<file path="config.mk">
export PLATFORM = sky130hd
export DESIGN_NAME = stopwatch_counter
export DESIGN_NICKNAME = d
export VERILOG_FILES = /design/src/rtl/stopwatch_pkg.sv /design/src/rtl/stopwatch_counter_bcd_digit.sv /design/src/rtl/stopwatch_counter.sv
export SDC_FILE = /design/constraint.sdc
export NUM_CORES = 1
export LEC_CHECK = 0
export ABC_AREA = 1
export BUFFER_PORTS_ARGS = -buffer_cell sky130_fd_sc_hd__clkbuf_2
export CORE_ASPECT_RATIO = 1.75
export CORE_MARGIN = 1
export CORE_UTILIZATION = 60
export DETAILED_ROUTE_END_ITERATION = 7
export PLACE_DENSITY = 0.89
export SLEW_MARGIN = 10
export SYNTH_ARGS = -nofsm -noshare
export SYNTH_HDL_FRONTEND = slang
export SYNTH_SLANG_ARGS = --single-unit
</file>
<file path="constraint.sdc">
create_clock -name clk -period 3.2 [get_ports clk]
set_clock_uncertainty 0.05 [all_clocks]
set_input_delay 0.32 -clock clk [delete_from_list [all_inputs] [get_ports clk]]
set_output_delay 0.32 -clock clk [all_outputs]
set_load 0.05 [all_outputs]
</file>
<file path="src/rtl/stopwatch_pkg.sv">
// stopwatch_pkg: shared digit widths, limits, seven-segment and anode patterns
`timescale 1ns/1ps
package stopwatch_pkg;

    localparam int DIGIT_W = 4;
    localparam int MAX_9   = 9;
    localparam int MAX_5   = 5;

    typedef logic [DIGIT_W-1:0] bcd_t;

    // segment order {g,f,e,d,c,b,a}, active low
    localparam logic [6:0] SEG_0   = 7'b1000000;
    localparam logic [6:0] SEG_1   = 7'b1111001;
    localparam logic [6:0] SEG_2   = 7'b0100100;
    localparam logic [6:0] SEG_3   = 7'b0110000;
    localparam logic [6:0] SEG_4   = 7'b0011001;
    localparam logic [6:0] SEG_5   = 7'b0010010;
    localparam logic [6:0] SEG_6   = 7'b0000010;
    localparam logic [6:0] SEG_7   = 7'b1111000;
    localparam logic [6:0] SEG_8   = 7'b0000000;
    localparam logic [6:0] SEG_9   = 7'b0010000;
    localparam logic [6:0] SEG_ERR = 7'b0111111;

    // active-low one-hot digit enables; AN_0 selects tenths, AN_3 selects minutes
    localparam logic [3:0] AN_0 = 4'b1110;
    localparam logic [3:0] AN_1 = 4'b1101;
    localparam logic [3:0] AN_2 = 4'b1011;
    localparam logic [3:0] AN_3 = 4'b0111;

    function automatic logic [6:0] seg_decode(input bcd_t d);
        case (d)
            4'd0:    return SEG_0;
            4'd1:    return SEG_1;
            4'd2:    return SEG_2;
            4'd3:    return SEG_3;
            4'd4:    return SEG_4;
            4'd5:    return SEG_5;
            4'd6:    return SEG_6;
            4'd7:    return SEG_7;
            4'd8:    return SEG_8;
            4'd9:    return SEG_9;
            default: return SEG_ERR;
        endcase
    endfunction

    function automatic logic [3:0] an_sel(input logic [1:0] i);
        return ~(4'b0001 << i);
    endfunction

endpackage

</file>
<file path="src/rtl/stopwatch_counter_bcd_digit.sv">
// bcd_digit: one BCD counter stage that wraps at MAX and emits a combinational carry
`timescale 1ns/1ps
module bcd_digit
    import stopwatch_pkg::*;
#(
    parameter int MAX = 9
) (
    input  logic               clk,
    input  logic               reset,
    input  logic               clr,
    input  logic               inc,
    output logic [DIGIT_W-1:0] q,
    output logic               carry
);

    logic at_max;

    assign at_max = (q == DIGIT_W'(MAX));
    assign carry  = inc && at_max;

    // clear wins over increment; increment wraps to zero past MAX
    always_ff @(posedge clk or posedge reset) begin
        if (reset)
            q <= '0;
        else if (clr)
            q <= '0;
        else if (inc)
            q <= at_max ? '0 : q + DIGIT_W'(1);
    end

endmodule

</file>
<file path="src/rtl/stopwatch_counter.sv">
// stopwatch_counter: BCD elapsed-time counter 0:00.0..9:59.9 with multiplexed seven-segment drive
`timescale 1ns/1ps
module stopwatch_counter
    import stopwatch_pkg::*;
#(
    parameter int CLK_DIV  = 10,
    parameter int SCAN_DIV = 4
) (
    input  logic               clk,
    input  logic               reset,
    input  logic               clken,
    input  logic               rst,
    output logic [DIGIT_W-1:0] tenths,
    output logic [DIGIT_W-1:0] sec_lo,
    output logic [DIGIT_W-1:0] sec_hi,
    output logic [DIGIT_W-1:0] min,
    output logic               wrap,
    output logic [3:0]         an,
    output logic [6:0]         seg,
    output logic               dp
);

    localparam int PW = $clog2(CLK_DIV);
    localparam int SW = (SCAN_DIV > 1) ? $clog2(SCAN_DIV) : 1;

    logic [PW-1:0] prescaler;
    logic          tick;
    logic          c_tenths, c_sec_lo, c_sec_hi, c_min;
    logic [SW-1:0] scan_cnt;
    logic          scan_step;
    logic [1:0]    idx;
    bcd_t          cur;

    assign tick      = clken && (prescaler == PW'(CLK_DIV - 1));
    assign scan_step = (scan_cnt == SW'(SCAN_DIV - 1));

    // prescaler holds while paused so a partial tenth survives a pause
    always_ff @(posedge clk or posedge reset) begin
        if (reset)
            prescaler <= '0;
        else if (rst)
            prescaler <= '0;
        else if (clken)
            prescaler <= tick ? '0 : prescaler + PW'(1);
    end

    bcd_digit #(.MAX(MAX_9)) u_tenths (
        .clk   (clk),
        .reset (reset),
        .clr   (rst),
        .inc   (tick),
        .q     (tenths),
        .carry (c_tenths)
    );

    bcd_digit #(.MAX(MAX_9)) u_sec_lo (
        .clk   (clk),
        .reset (reset),
        .clr   (rst),
        .inc   (c_tenths),
        .q     (sec_lo),
        .carry (c_sec_lo)
    );

    bcd_digit #(.MAX(MAX_5)) u_sec_hi (
        .clk   (clk),
        .reset (reset),
        .clr   (rst),
        .inc   (c_sec_lo),
        .q     (sec_hi),
        .carry (c_sec_hi)
    );

    bcd_digit #(.MAX(MAX_9)) u_min (
        .clk   (clk),
        .reset (reset),
        .clr   (rst),
        .inc   (c_sec_hi),
        .q     (min),
        .carry (c_min)
    );

    // carry out of the minute digit marks the 9:59.9 -> 0:00.0 roll-over
    always_ff @(posedge clk or posedge reset) begin
        if (reset)
            wrap <= 1'b0;
        else
            wrap <= !rst && c_min;
    end

    // free-running digit scan, deliberately blind to clken and rst
    always_ff @(posedge clk or posedge reset) begin
        if (reset) begin
            scan_cnt <= '0;
            idx      <= '0;
        end else begin
            scan_cnt <= scan_step ? '0 : scan_cnt + SW'(1);
            idx      <= idx + 2'(scan_step);
        end
    end

    // select the digit currently being scanned
    always_comb begin
        cur = (idx == 2'd0) ? tenths :
              (idx == 2'd1) ? sec_lo :
              (idx == 2'd2) ? sec_hi : min;
    end

    // registered display drive, one cycle behind the digit registers
    always_ff @(posedge clk or posedge reset) begin
        if (reset) begin
            an  <= AN_0;
            seg <= SEG_0;
            dp  <= 1'b1;
        end else begin
            an  <= an_sel(idx);
            seg <= seg_decode(cur);
            dp  <= (idx != 2'd1);
        end
    end

endmodule
</file>
---- Word level (Yosys, flattened, before mapping) ----
Memory sizes are Yosys's and may differ from the RTL's. A register that Yosys moved wholly into a read port is not among the register bits.
Index checks and enable logic that the tools add are counted.
storage, ports and cells
  register bits after elaboration ......... 30
  latch bits .............................. 0
  bits in writable memories ............... 0
  ROM bits ................................ 112
  input bits .............................. 4
  output and inout bits ................... 29
  logic and storage cells ................. 61
  memories kept ........................... 1
memory list
  name              depth  width  rd ports  clocked after Yosys merged registers in  wr ports  RTL line             text
  (name not given)  16     7      1         1                                        0         stopwatch_pkg.sv:31  case (d)
cells by class
  $add $sub $neg .......................... 7
  multipliers ............................. 0
  div/mod/pow operators ................... 0
  magnitude comparators ................... 0
  equality and inequality tests ........... 9
  shift operators ......................... 1
  muxes and demuxes ....................... 19
  bitwise gates (word level) .............. 1
  reductions and logical operators ........ 13
operators by type and width
  cell                                                                      number
  4-bit two-way mux                                                         18
  4-bit by 1-bit adder with 4-bit output (second input constant)            5
  4-bit equality test (second input constant)                               4
  2-bit nonzero test                                                        5
  1-bit logical AND                                                         6
  2-bit equality test (second input constant)                               2
  4-bit by 3-bit equality test with 1-bit output (second input constant)    1
  4-bit inverter                                                            1
  1-bit by 2-bit << shifter with 4-bit output (first input constant)        1
  2-bit by 1-bit adder with 2-bit output                                    1
  2-bit by 1-bit adder with 2-bit output (second input constant)            1
  2-bit by 1-bit equality test with 1-bit output (second input constant)    1
  2-bit zero test                                                           1
  2-bit two-way mux                                                         1
  2-bit by 1-bit inequality test with 1-bit output (second input constant)  1
  1-bit zero test                                                           1

---- Longest topological paths before layout ----
Gate-level depths: netlist of run 1.
  word-level depth ........................ 7
  mapped depth ............................ 13
  depth with buffers taken out ............ 13

---- By module ----
From an unflattened synthesis of run 1, not the netlist that was laid out.
second synthesis, totals
  cell total of the unflattened synthesis .. 270
  area total of the unflattened synthesis .. 2175.8 sq um
by module, submodules not included
  module                  instances  cells an instance  area each (sq um)  seq. area each (sq um)
  stopwatch_counter       1          118                1102.3             505.5
  bcd_digit at u_min ...  3          37                 269.0              100.1
  bcd_digit at u_sec_hi   1          41                 266.5              100.1

---- Least setup slack after synthesis of run 1 ----
No wires, ideal clock.
  path type ............................... register to register
  start point ............................. register u_tenths.q[0]
  end point ............................... register u_min.q[2]
  library setup time ...................... 0.126 ns
  arrival time ............................ 1.604 ns
  data required time ...................... 3.024 ns
  slack ................................... 1.419 ns
  stages on the path, launching flop included .. 9
  buffers on the path ..................... 0
  period minus slack after synthesis ...... 1.781 ns
  cell sequence ........................... dfrtp_1 > ha_1 > nand3_1 > nor2_2 > nand2_2 > nor2_2 > nor2_2 > nand2_1 > o21ai_1
between the ends
  cells in the longest elaborated chain, start to end .. 5
RTL lines
  item                             RTL line                           text
  start, declared                  stopwatch_counter_bcd_digit.sv:12  output logic [DIGIT_W-1:0] q,
  start signal, assigned           stopwatch_counter_bcd_digit.sv:28  q <= at_max ? '0 : q + DIGIT_W'(1);
  4-bit equality test              stopwatch_counter_bcd_digit.sv:18  assign at_max = (q == DIGIT_W'(MAX));
  1-bit logical AND (3 in series)  stopwatch_counter_bcd_digit.sv:19  assign carry = inc && at_max;
  2-bit nonzero test (no line)     n/a
  end signal, assigned             stopwatch_counter_bcd_digit.sv:28
  end, declared                    stopwatch_counter_bcd_digit.sv:12
Every way passes these cells.
A chain may end at the register's enable or synchronous reset.

---- Worst setup path in the final report of run 1 ----
  start point ............................. register idx[0]
  end point ............................... register seg[3]
between the ends
  cells in the longest elaborated chain, start to end .. 4
  elaborated cells on any way between the ends .. 6
  those cells by class .................... eq/ne (2); mux (3); reduce/logical (1)
RTL lines
  item                    RTL line                  text
  start, declared         stopwatch_counter.sv:31   logic [1:0] idx;
  start signal, assigned  stopwatch_counter.sv:98   idx <= idx + 2'(scan_step);
  2-bit equality test     stopwatch_counter.sv:106  (idx == 2'd2) ? sec_hi : min;
  4-bit two-way mux       stopwatch_counter.sv:106
  4-bit two-way mux       stopwatch_counter.sv:105  (idx == 2'd1) ? sec_lo :
  4-bit two-way mux *     stopwatch_counter.sv:104  cur = (idx == 2'd0) ? tenths :
  end, declared           stopwatch_counter.sv:19   output logic [6:0] seg,
Mark *: on every way between the ends. The rest lies on a longest branch, timed or not.

==> impl_results.md, run 1 <==
- Outcome: finished clean
- Initial antenna violation count: 0
- Slew @ Worst Pin: 0.428 ns
- CTS Buf Count: 5
- Tot GR Track Use: 0.256
- Row count: 27
- Die Wd: 45.1 microns
- Synthesized area: 1950 sq um
- Synth Area in Adders: 0.109
- Startpoint Class: register
- Routability cong.: 0.859
- Crit end category: register
- Largest net degree at the start of global routing: 37
- Critical Path Slowest Stage Cell: dfrtp_1
- Ys Warns: 0
- Crit path largest cell delay: 0.44 ns
- Seq cells post-synth: 36
- Ant diodes: 0
- Largest delay share family, worst path: flip-flops
- DRT Wirelength: 3860 microns
- Primary FF master, synth: dfrtp_1
- First-pass GRT wire length: 6610 microns
- Most frequent CP cell: nand2_1
- Yosys top cell by area: dfrtp_1
- CTS root buf: clkbuf_8
- Final min period: 1.83 ns
- Mapped Avg Cell Area: 8.42 sq um
- Peak Freq: 0.546 GHz
- CTS clock-pin slew for the worst setup and hold paths: 0.07 ns
- Post-synthesis sequential area ratio: 0.464
- IO buf count: 32
- Slew HR: 0.715
- Synth cell types: 27
- Critical Path, Cell by Cell: inv_2, nand2_2, inv_2, nand2_1, nand2_1, a21oi_2, inv_1, ha_1, inv_1, nand2_1, nand3_1, nand2_1
- Max FO, Critical Path: 6
- Mux cell area share after synthesis: 0
- Post-synth EDFFs: 0
- H-tree lvl count: 2
- Layout area overhead: 16.4%
- Max Root-Sink Buffers: 2
- Compound-Gate Fraction of Synth Area: 0.0819
- Mapped Cells: 232
- CP Buf/Inv Count: 4
- Vias in the first global route: 1611
- Setup TNS: 0 ns
- Routed WL per cell: 12.3 microns
- Avg Vias per Cell: 5.35
- Synth Area in Simple Gates: 0.243
- Unrepaired setup endpoints after global routing: false
- Final setup viols: 0
- Largest family of logic cells by synthesized area: simple AND/OR/NAND/NOR gates
- DRC Markers: 0
- Drt pass-1 iters: 5
- VDD IR-drop max: 377 uV
- Pwr/cell area: 404 nW/um^2
- Async SR Flop Fraction: 1.00
- Post-Synth XOR/XNOR Area: 0.0269
- Clock sinks: 36
- P_leak: 0.00127 uW
- Top post-synthesis cells by area: dfrtp_1, ha_1, nand2_1
- # Post-CTS Setup Buffers: 0
- Most frequent cell after synthesis: nand2_1
- MaxCap Viol Count: 0
- Area share of the largest cell type after synthesis: 0.410
- Grt ovf: 0
- Starting DRT DRC Count: 54
- Nets: 291
- Crit Path Category: register to register
- Worst hold path class: input port to asynchronous set/reset pin
- Post-synthesis net count: 253
- Post-Route Utilization: 0.732
- Fin crit share: 0.573
- HPWL Detailed: 2890 microns
- Final Max Slew Viols: 0
- Via count: 1680
- Final Hold Viols: 0
- Core area: 3110 sq um
- Post-CTS Resized: 0
- Post-route ant nets: 0
- I/O pin cnt: 33
- Share of layout cells above drive strength 1: 0.232
- Fillers: 236
- Die area: 3500 sq um
- Initial Utilization: 0.629
- Required @ worst endpoint: 3.34 ns
- Later-pin clock latency in the skew report: 0.30 ns
- Hold Buf Count CTS: 0
- Total Power: 919 uW
- CTS tree: yes
- Synth cell count leaders: nand2_1, dfrtp_1, inv_1
- Worst endpoint data arrival time: 1.97 ns
- Die height: 77.5 microns
## sequential cells by signal, summed over array words and instances (netlist names)
register and count:
an 3, dp 1, idx 2, prescaler 4, scan_cnt 2, seg 7
u_min.q 4, u_sec_hi.q 4, u_sec_lo.q 4, u_tenths.q 4, wrap 1
## through the flow
step           hold slack, ns  cell area (sq um)  setup slack, ns  cells
2_1_floorplan           0.336               1950             1.42    232
3_3_place_gp            0.366               2160             1.49    306
3_5_place_dp            0.373               2160             1.38    306
4_1_cts                0.0573               2270             1.37    314
5_1_grt                0.0846               2270             1.18    314
6_report               0.0335               2270             1.37    314
## path summary, 6_finish.rpt
path | start | endpoint | slack, ns | depth (start not counted)
min | reset | u_sec_hi.q[3]$_DFFE_PP0P_ | 0.03 | 3
max | idx[0]$_DFF_PP0_ | seg[3]$_DFF_PP0_ | 1.37 | 12
min in group clk | rst | prescaler[0]$_DFFE_PP0P_ | 0.25 | 2
max reg2reg | idx[0]$_DFF_PP0_ | seg[3]$_DFF_PP0_ | 1.37 | 12
min reg2reg | scan_cnt[0]$_DFF_PP0_ | scan_cnt[0]$_DFF_PP0_ | 0.39 | 1
max in group asynchronous | reset | an[3]$_DFF_PP1_ | 2.73 | 3
## cell families after synthesis
group | after synthesis
AOI/OAI and AO/OA | 28
xor gates and xnor gates | 6
adders and majority gates | 17
buffers and inverters | 38
DFF | 36
and+or+nand+nor | 107
## power by group
part	internal (uW)	switching, uW	leakage [uW]	total [uW]
sequential	461	7.16	0.000481	468
combinational	14.5	40.4	0.000734	54.9
clock	230	166	0.0000541	397
## metal layers
layer | up-vias | GRT usage | share of wire | routed length, microns
met2 | 54 | 0.439 | 0.57 | 2190
met5 | - | 0 | 0 | 0
met1 | 798 | 0.263 | 0.36 | 1400
li1 | 814 | - | - | -
met4 | 0 | 0.148 | 0.034 | 131
met3 | 14 | 0.0674 | 0.038 | 146
## area by class of cell
cell class,count,area (sq um),area share
clock buffers,5,68.8,0.0303
clock inverters,3,42.5,0.0187
inverters,36,135,0.0594
multi-input cells,158,901,0.396
flip-flops and latches,36,906,0.398
well taps,43,53.8,0.0237
repair buffers,33,168,0.0737
## cell usage in the layout, fill, tap and decap left out, types with 2 or more instances in the layout
master	netlist	final
a21oi_1	5	5
o21ai_1	4	4
a21oi_2	2	2
nor3_1	2	2
nand2_1	52	52
xor2_1	5	5
o22ai_1	3	3
inv_2	5	5
ha_1	17	17
inv_1	31	31
nor2_2	3	3
nand2_2	6	6
dfrtp_1	32	32
o21ai_0	11	11
clkbuf_8	0	5
nor2_1	17	17
dfstp_2	4	4
clkbuf_2	0	32
nand4_1	3	3
nand3_1	21	21
## worst min-delay path, delay by kind of cell
| kind | cells | cell delay, ns |
|---|---|---|
| buffers and inverters | 3 | 0.49 |
No activity file was read; power rests on OpenSTA's default activity.
==> inputs of run 2 (changes only) <==
--- a/config.mk
+++ b/config.mk
@@ -5,13 +5,13 @@
 export SDC_FILE = /design/constraint.sdc
 export NUM_CORES = 1
 export LEC_CHECK = 0
-export ABC_AREA = 1
+export ABC_AREA = 0
 export BUFFER_PORTS_ARGS = -buffer_cell sky130_fd_sc_hd__clkbuf_2
 export CORE_ASPECT_RATIO = 1.75
 export CORE_MARGIN = 1
-export CORE_UTILIZATION = 60
+export CORE_UTILIZATION = 56
 export DETAILED_ROUTE_END_ITERATION = 7
-export PLACE_DENSITY = 0.89
+export PLACE_DENSITY = 0.84
 export SLEW_MARGIN = 10
 export SYNTH_ARGS = -nofsm -noshare
 export SYNTH_HDL_FRONTEND = slang
==> constraint.sdc (replaced) <==
create_clock -name clk -period 1.9 [get_ports clk]
set_clock_uncertainty 0.05 [all_clocks]
set_input_delay 0.19 -clock clk [delete_from_list [all_inputs] [get_ports clk]]
set_output_delay 0.19 -clock clk [all_outputs]
set_load 0.05 [all_outputs]
==> run 2 against run 1 <==
Cell count fell by 8.9%. Setup slack got worse by 1.3 ns. Highest routed layer unchanged. Sequential power grew 66%. Synthesized area grew 2.4%. Clock power grew 40%. Total power grew 51%. Count of clock-buffer cells in the layout increased by 1. Critical path depth decreased by 5. Via count is 5.0% lower. Sequential share of layout area fell by 2.6 points. Non-clock buffer count grew 18. Critical endpoint is now u_sec_hi.q[3]$_DFFE_PP0P_. Register-to-register slack worse by 1.3 ns.
==> impl_results.md, run 2 <==
- Primary FF master, synth: dfrtp_1
- Tot GR Track Use: 0.245 (-0.0109)
- HPWL Detailed: 2940 microns (+1.6%)
- Post-synth EDFFs: 0 (unchanged)
- Commonest non-fill, non-tap cells in the layout: clkbuf_2, nor2_1, dfrtp_1
- CP Buf/Inv Count: 2 (-2)
- Post-route ant nets: 0 (unchanged)
- Final min period: 1.82 ns (-0.0145 ns)
- Post-synthesis sequential area ratio: 0.452 (-0.0110)
- IO buf count: 32 (unchanged)
- Mapped Avg Cell Area: 10.6 sq um (+26%)
- Via count: 1596 (-5.0%)
- Most frequent cell after synthesis: dfrtp_1
- Cell count after placement: 274 (-10%)
- Initial Utilization: 0.589 (-0.0397)
- Ant diodes: 0 (unchanged)
- Avg Vias per Cell: 5.58 (+4.3%)
- Clock sinks: 36 (unchanged)
- Crit end category: register
- Setup TNS: 0 ns (unchanged)
- Top post-synthesis cells by area: dfrtp_1, ha_1, dfstp_2
- CTS clock-pin slew for the worst setup and hold paths: 0.07 ns (about the same)
- Starting DRT DRC Count: 41 (-24%)
- Outcome: finished clean
- Post-synthesis net count: 210 (-17%)
- Reg-to-Reg Start: prescaler[1]$_DFFE_PP0P_
- Critical Path Slowest Stage Cell: dfrtp_1
- Critical Path End: u_sec_hi.q[3]$_DFFE_PP0P_
- Worst r2r path cells: 7 (-5)
- Slew @ Worst Pin: 0.452 ns (+0.0242 ns)
- P_leak: 0.00127 uW (+0.13%)
- Crit path largest cell delay: 0.42 ns (-0.02 ns)
- Setup slack, reg-to-reg: 0.08 ns (-1.29 ns)
- Worst endpoint data arrival time: 1.93 ns (-0.04 ns)
- Core area: 3400 sq um (+9.3%)
- Area share of the largest cell type after synthesis: 0.400 (-0.00973)
- Routability cong.: 0.810 (-5.7%)
- Worst reg2reg endpoint: u_sec_hi.q[3]$_DFFE_PP0P_
- Startpoint Class: register
- Die Wd: 47.2 microns (+4.6%)
- Largest net degree at the start of global routing: 37 (unchanged)
- Routed WL per cell: 13.9 microns (+13%)
- Mapped Cells: 189 (-19%)
- First-pass GRT wire length: 6620 microns (+0.11%)
- VDD IR-drop max: 595 uV (+58%)
- DRT Wirelength: 3980 microns (+3.1%)
- Ys Warns: 0 (unchanged)
- Slew HR: 0.699 (-0.0161)
- Most common cell after layout, fill and taps aside: clkbuf_2
- Worst setup path startpoint: prescaler[1]$_DFFE_PP0P_
- Later-pin clock latency in the skew report: 0.29 ns (about the same)
- DRC Markers: 0 (unchanged)
- Final Max Slew Viols: 0 (unchanged)
- Yosys top cell by area: dfrtp_1
- Grt ovf: 0 (unchanged)
- Synth cell types: 44 (+63%)
- Critical Path, Cell by Cell: inv_1, ha_2, nand4b_4, buf_4, nor4_2, mux2i_1, nor2_1
- Required @ worst endpoint: 2.01 ns (-1.33 ns)
- CTS Buf Count: 5 (unchanged)
- Final non-filler cell total: 286 (-8.9%)
- Share of layout cells above drive strength 1: 0.369 (+0.137)
- Worst hold path class: input port to register
- Pwr/cell area: 562 nW/um^2 (+39%)
- Peak Freq: 0.550 GHz (+0.80%)
- Max FO, Critical Path: 10 (+4)
- Die height: 81.1 microns (+4.6%)
- Fin area: 2470 sq um (+8.4%)
- Post-DP Area: 2320 sq um (+7.2%)
- Max Root-Sink Buffers: 2 (unchanged)
- Drt pass-1 iters: 4 (-1)
- Max reg flops: 7 (unchanged)
- I/O pin cnt: 33 (unchanged)
- H-tree lvl count: 2 (unchanged)
- MaxCap Viol Count: 0 (unchanged)
- Fin crit share: 0.957 (+0.384)
- Final setup viols: 0 (unchanged)
- Nets: 261 (-10%)
- Final Hold Viols: 0 (unchanged)
- Row count: 28 (+3.7%)
- Crit Path Category: register to register
- Seq cells post-synth: 36 (unchanged)
- Top reg by flops: seg
- Async SR Flop Fraction: 1.00 (unchanged)
- Die area: 3830 sq um (+9.4%)
- Initial antenna violation count: 0 (unchanged)
- Synthesized area: 2000 sq um (+2.4%)
- CTS root buf: clkbuf_8
- Largest delay share family, worst path: simple AND/OR/NAND/NOR gates
- Synth cell count leaders: dfrtp_1, nor2_1, ha_1
- Layout area overhead: 23.2%
- Vias in the first global route: 1500 (-6.9%)
- CTS tree: yes
- CP Depth: 7 (-5)
==> run 2: layer usage <==
metal	track usage	wire (microns)	vias up
met5	0	0	-
met4	0.140	147	0
met3	0.0533	120	14
met1	0.277	1540	779
li1	-	-	767
met2	0.407	2180	36
==> run 2: where the power goes <==
part	leakage, uW	internal, uW	switching (uW)
logic	0.000751	18.3	36.5
clock network	0.0000510	289	266
registers	0.000469	771	4.27
total	0.00127	1080	307
==> run 2: cell families after synthesis <==
group,after synthesis,share of synthesized area
and+or+nand+nor,79,0.228
DFF,36,0.453
AOI/OAI and AO/OA,27,0.0888
buffers and inverters,17,0.0363
adders and majority gates,17,0.106
muxes,10,0.0750
xor gates and xnor gates,3,0.0131
==> run 2: per-stage QoR <==
stage / utilization / total power (uW) / worst slack [ns] / hold slack (ns)
4_1_cts: 0.712 / 1400 / 0.00667 / 0.248
3_5_place_dp: 0.682 / 843 / 0.0181 / 0.240
6_report: 0.726 / 1390 / 0.0820 / 0.254
3_3_place_gp: 0.682 / 841 / 0.0987 / 0.240
2_1_floorplan: - / 826 / 0.00588 / 0.214
5_1_grt: 0.726 / 1430 / -0.00885 / 0.296
==> run 2: layout make-up <==
type,count,area [sq um]
multi-input cells,136,1060
fillers,251,932
clock buffers,6,82.6
clock inverters,2,10.0
repair buffers,51,305
well taps,45,56.3
flip-flops and latches,36,917
inverters,10,37.5
==> run 2: timing repair <==
| item | in CTS | in global routing |
|---|---|---|
| buffers inserted | 0 | 3 |
| gates resized for setup | 0 | 6 |
| hold buffers | 1 | 0 |
| endpoints found under the hold margin | 32 | 0 |
| endpoints found under the setup margin | 0 | 11 |
==> run 2: worst min-delay path by stage <==
stage                      from  slack, ns  depth (start not counted)                   endpoint
final                     clken       0.25                          3   prescaler[0]$_DFFE_PP0P_
after global routing      clken       0.30                          3   prescaler[0]$_DFFE_PP0P_
after CTS                 clken       0.25                          3   prescaler[0]$_DFFE_PP0P_
after detailed placement  reset       0.24                          3            an[0]$_DFF_PP0_
after global placement    reset       0.24                          3            an[0]$_DFF_PP0_
after floorplan             rst       0.21                          1  u_sec_lo.q[1]$_DFFE_PP0P_
==> run 2: tightest hold or removal path: cells and delay by family <==
family | cells | cell delay, ns
xor+xnor | 1 | 0.14
buf+inv | 1 | 0.19
simple gates | 1 | 0.04
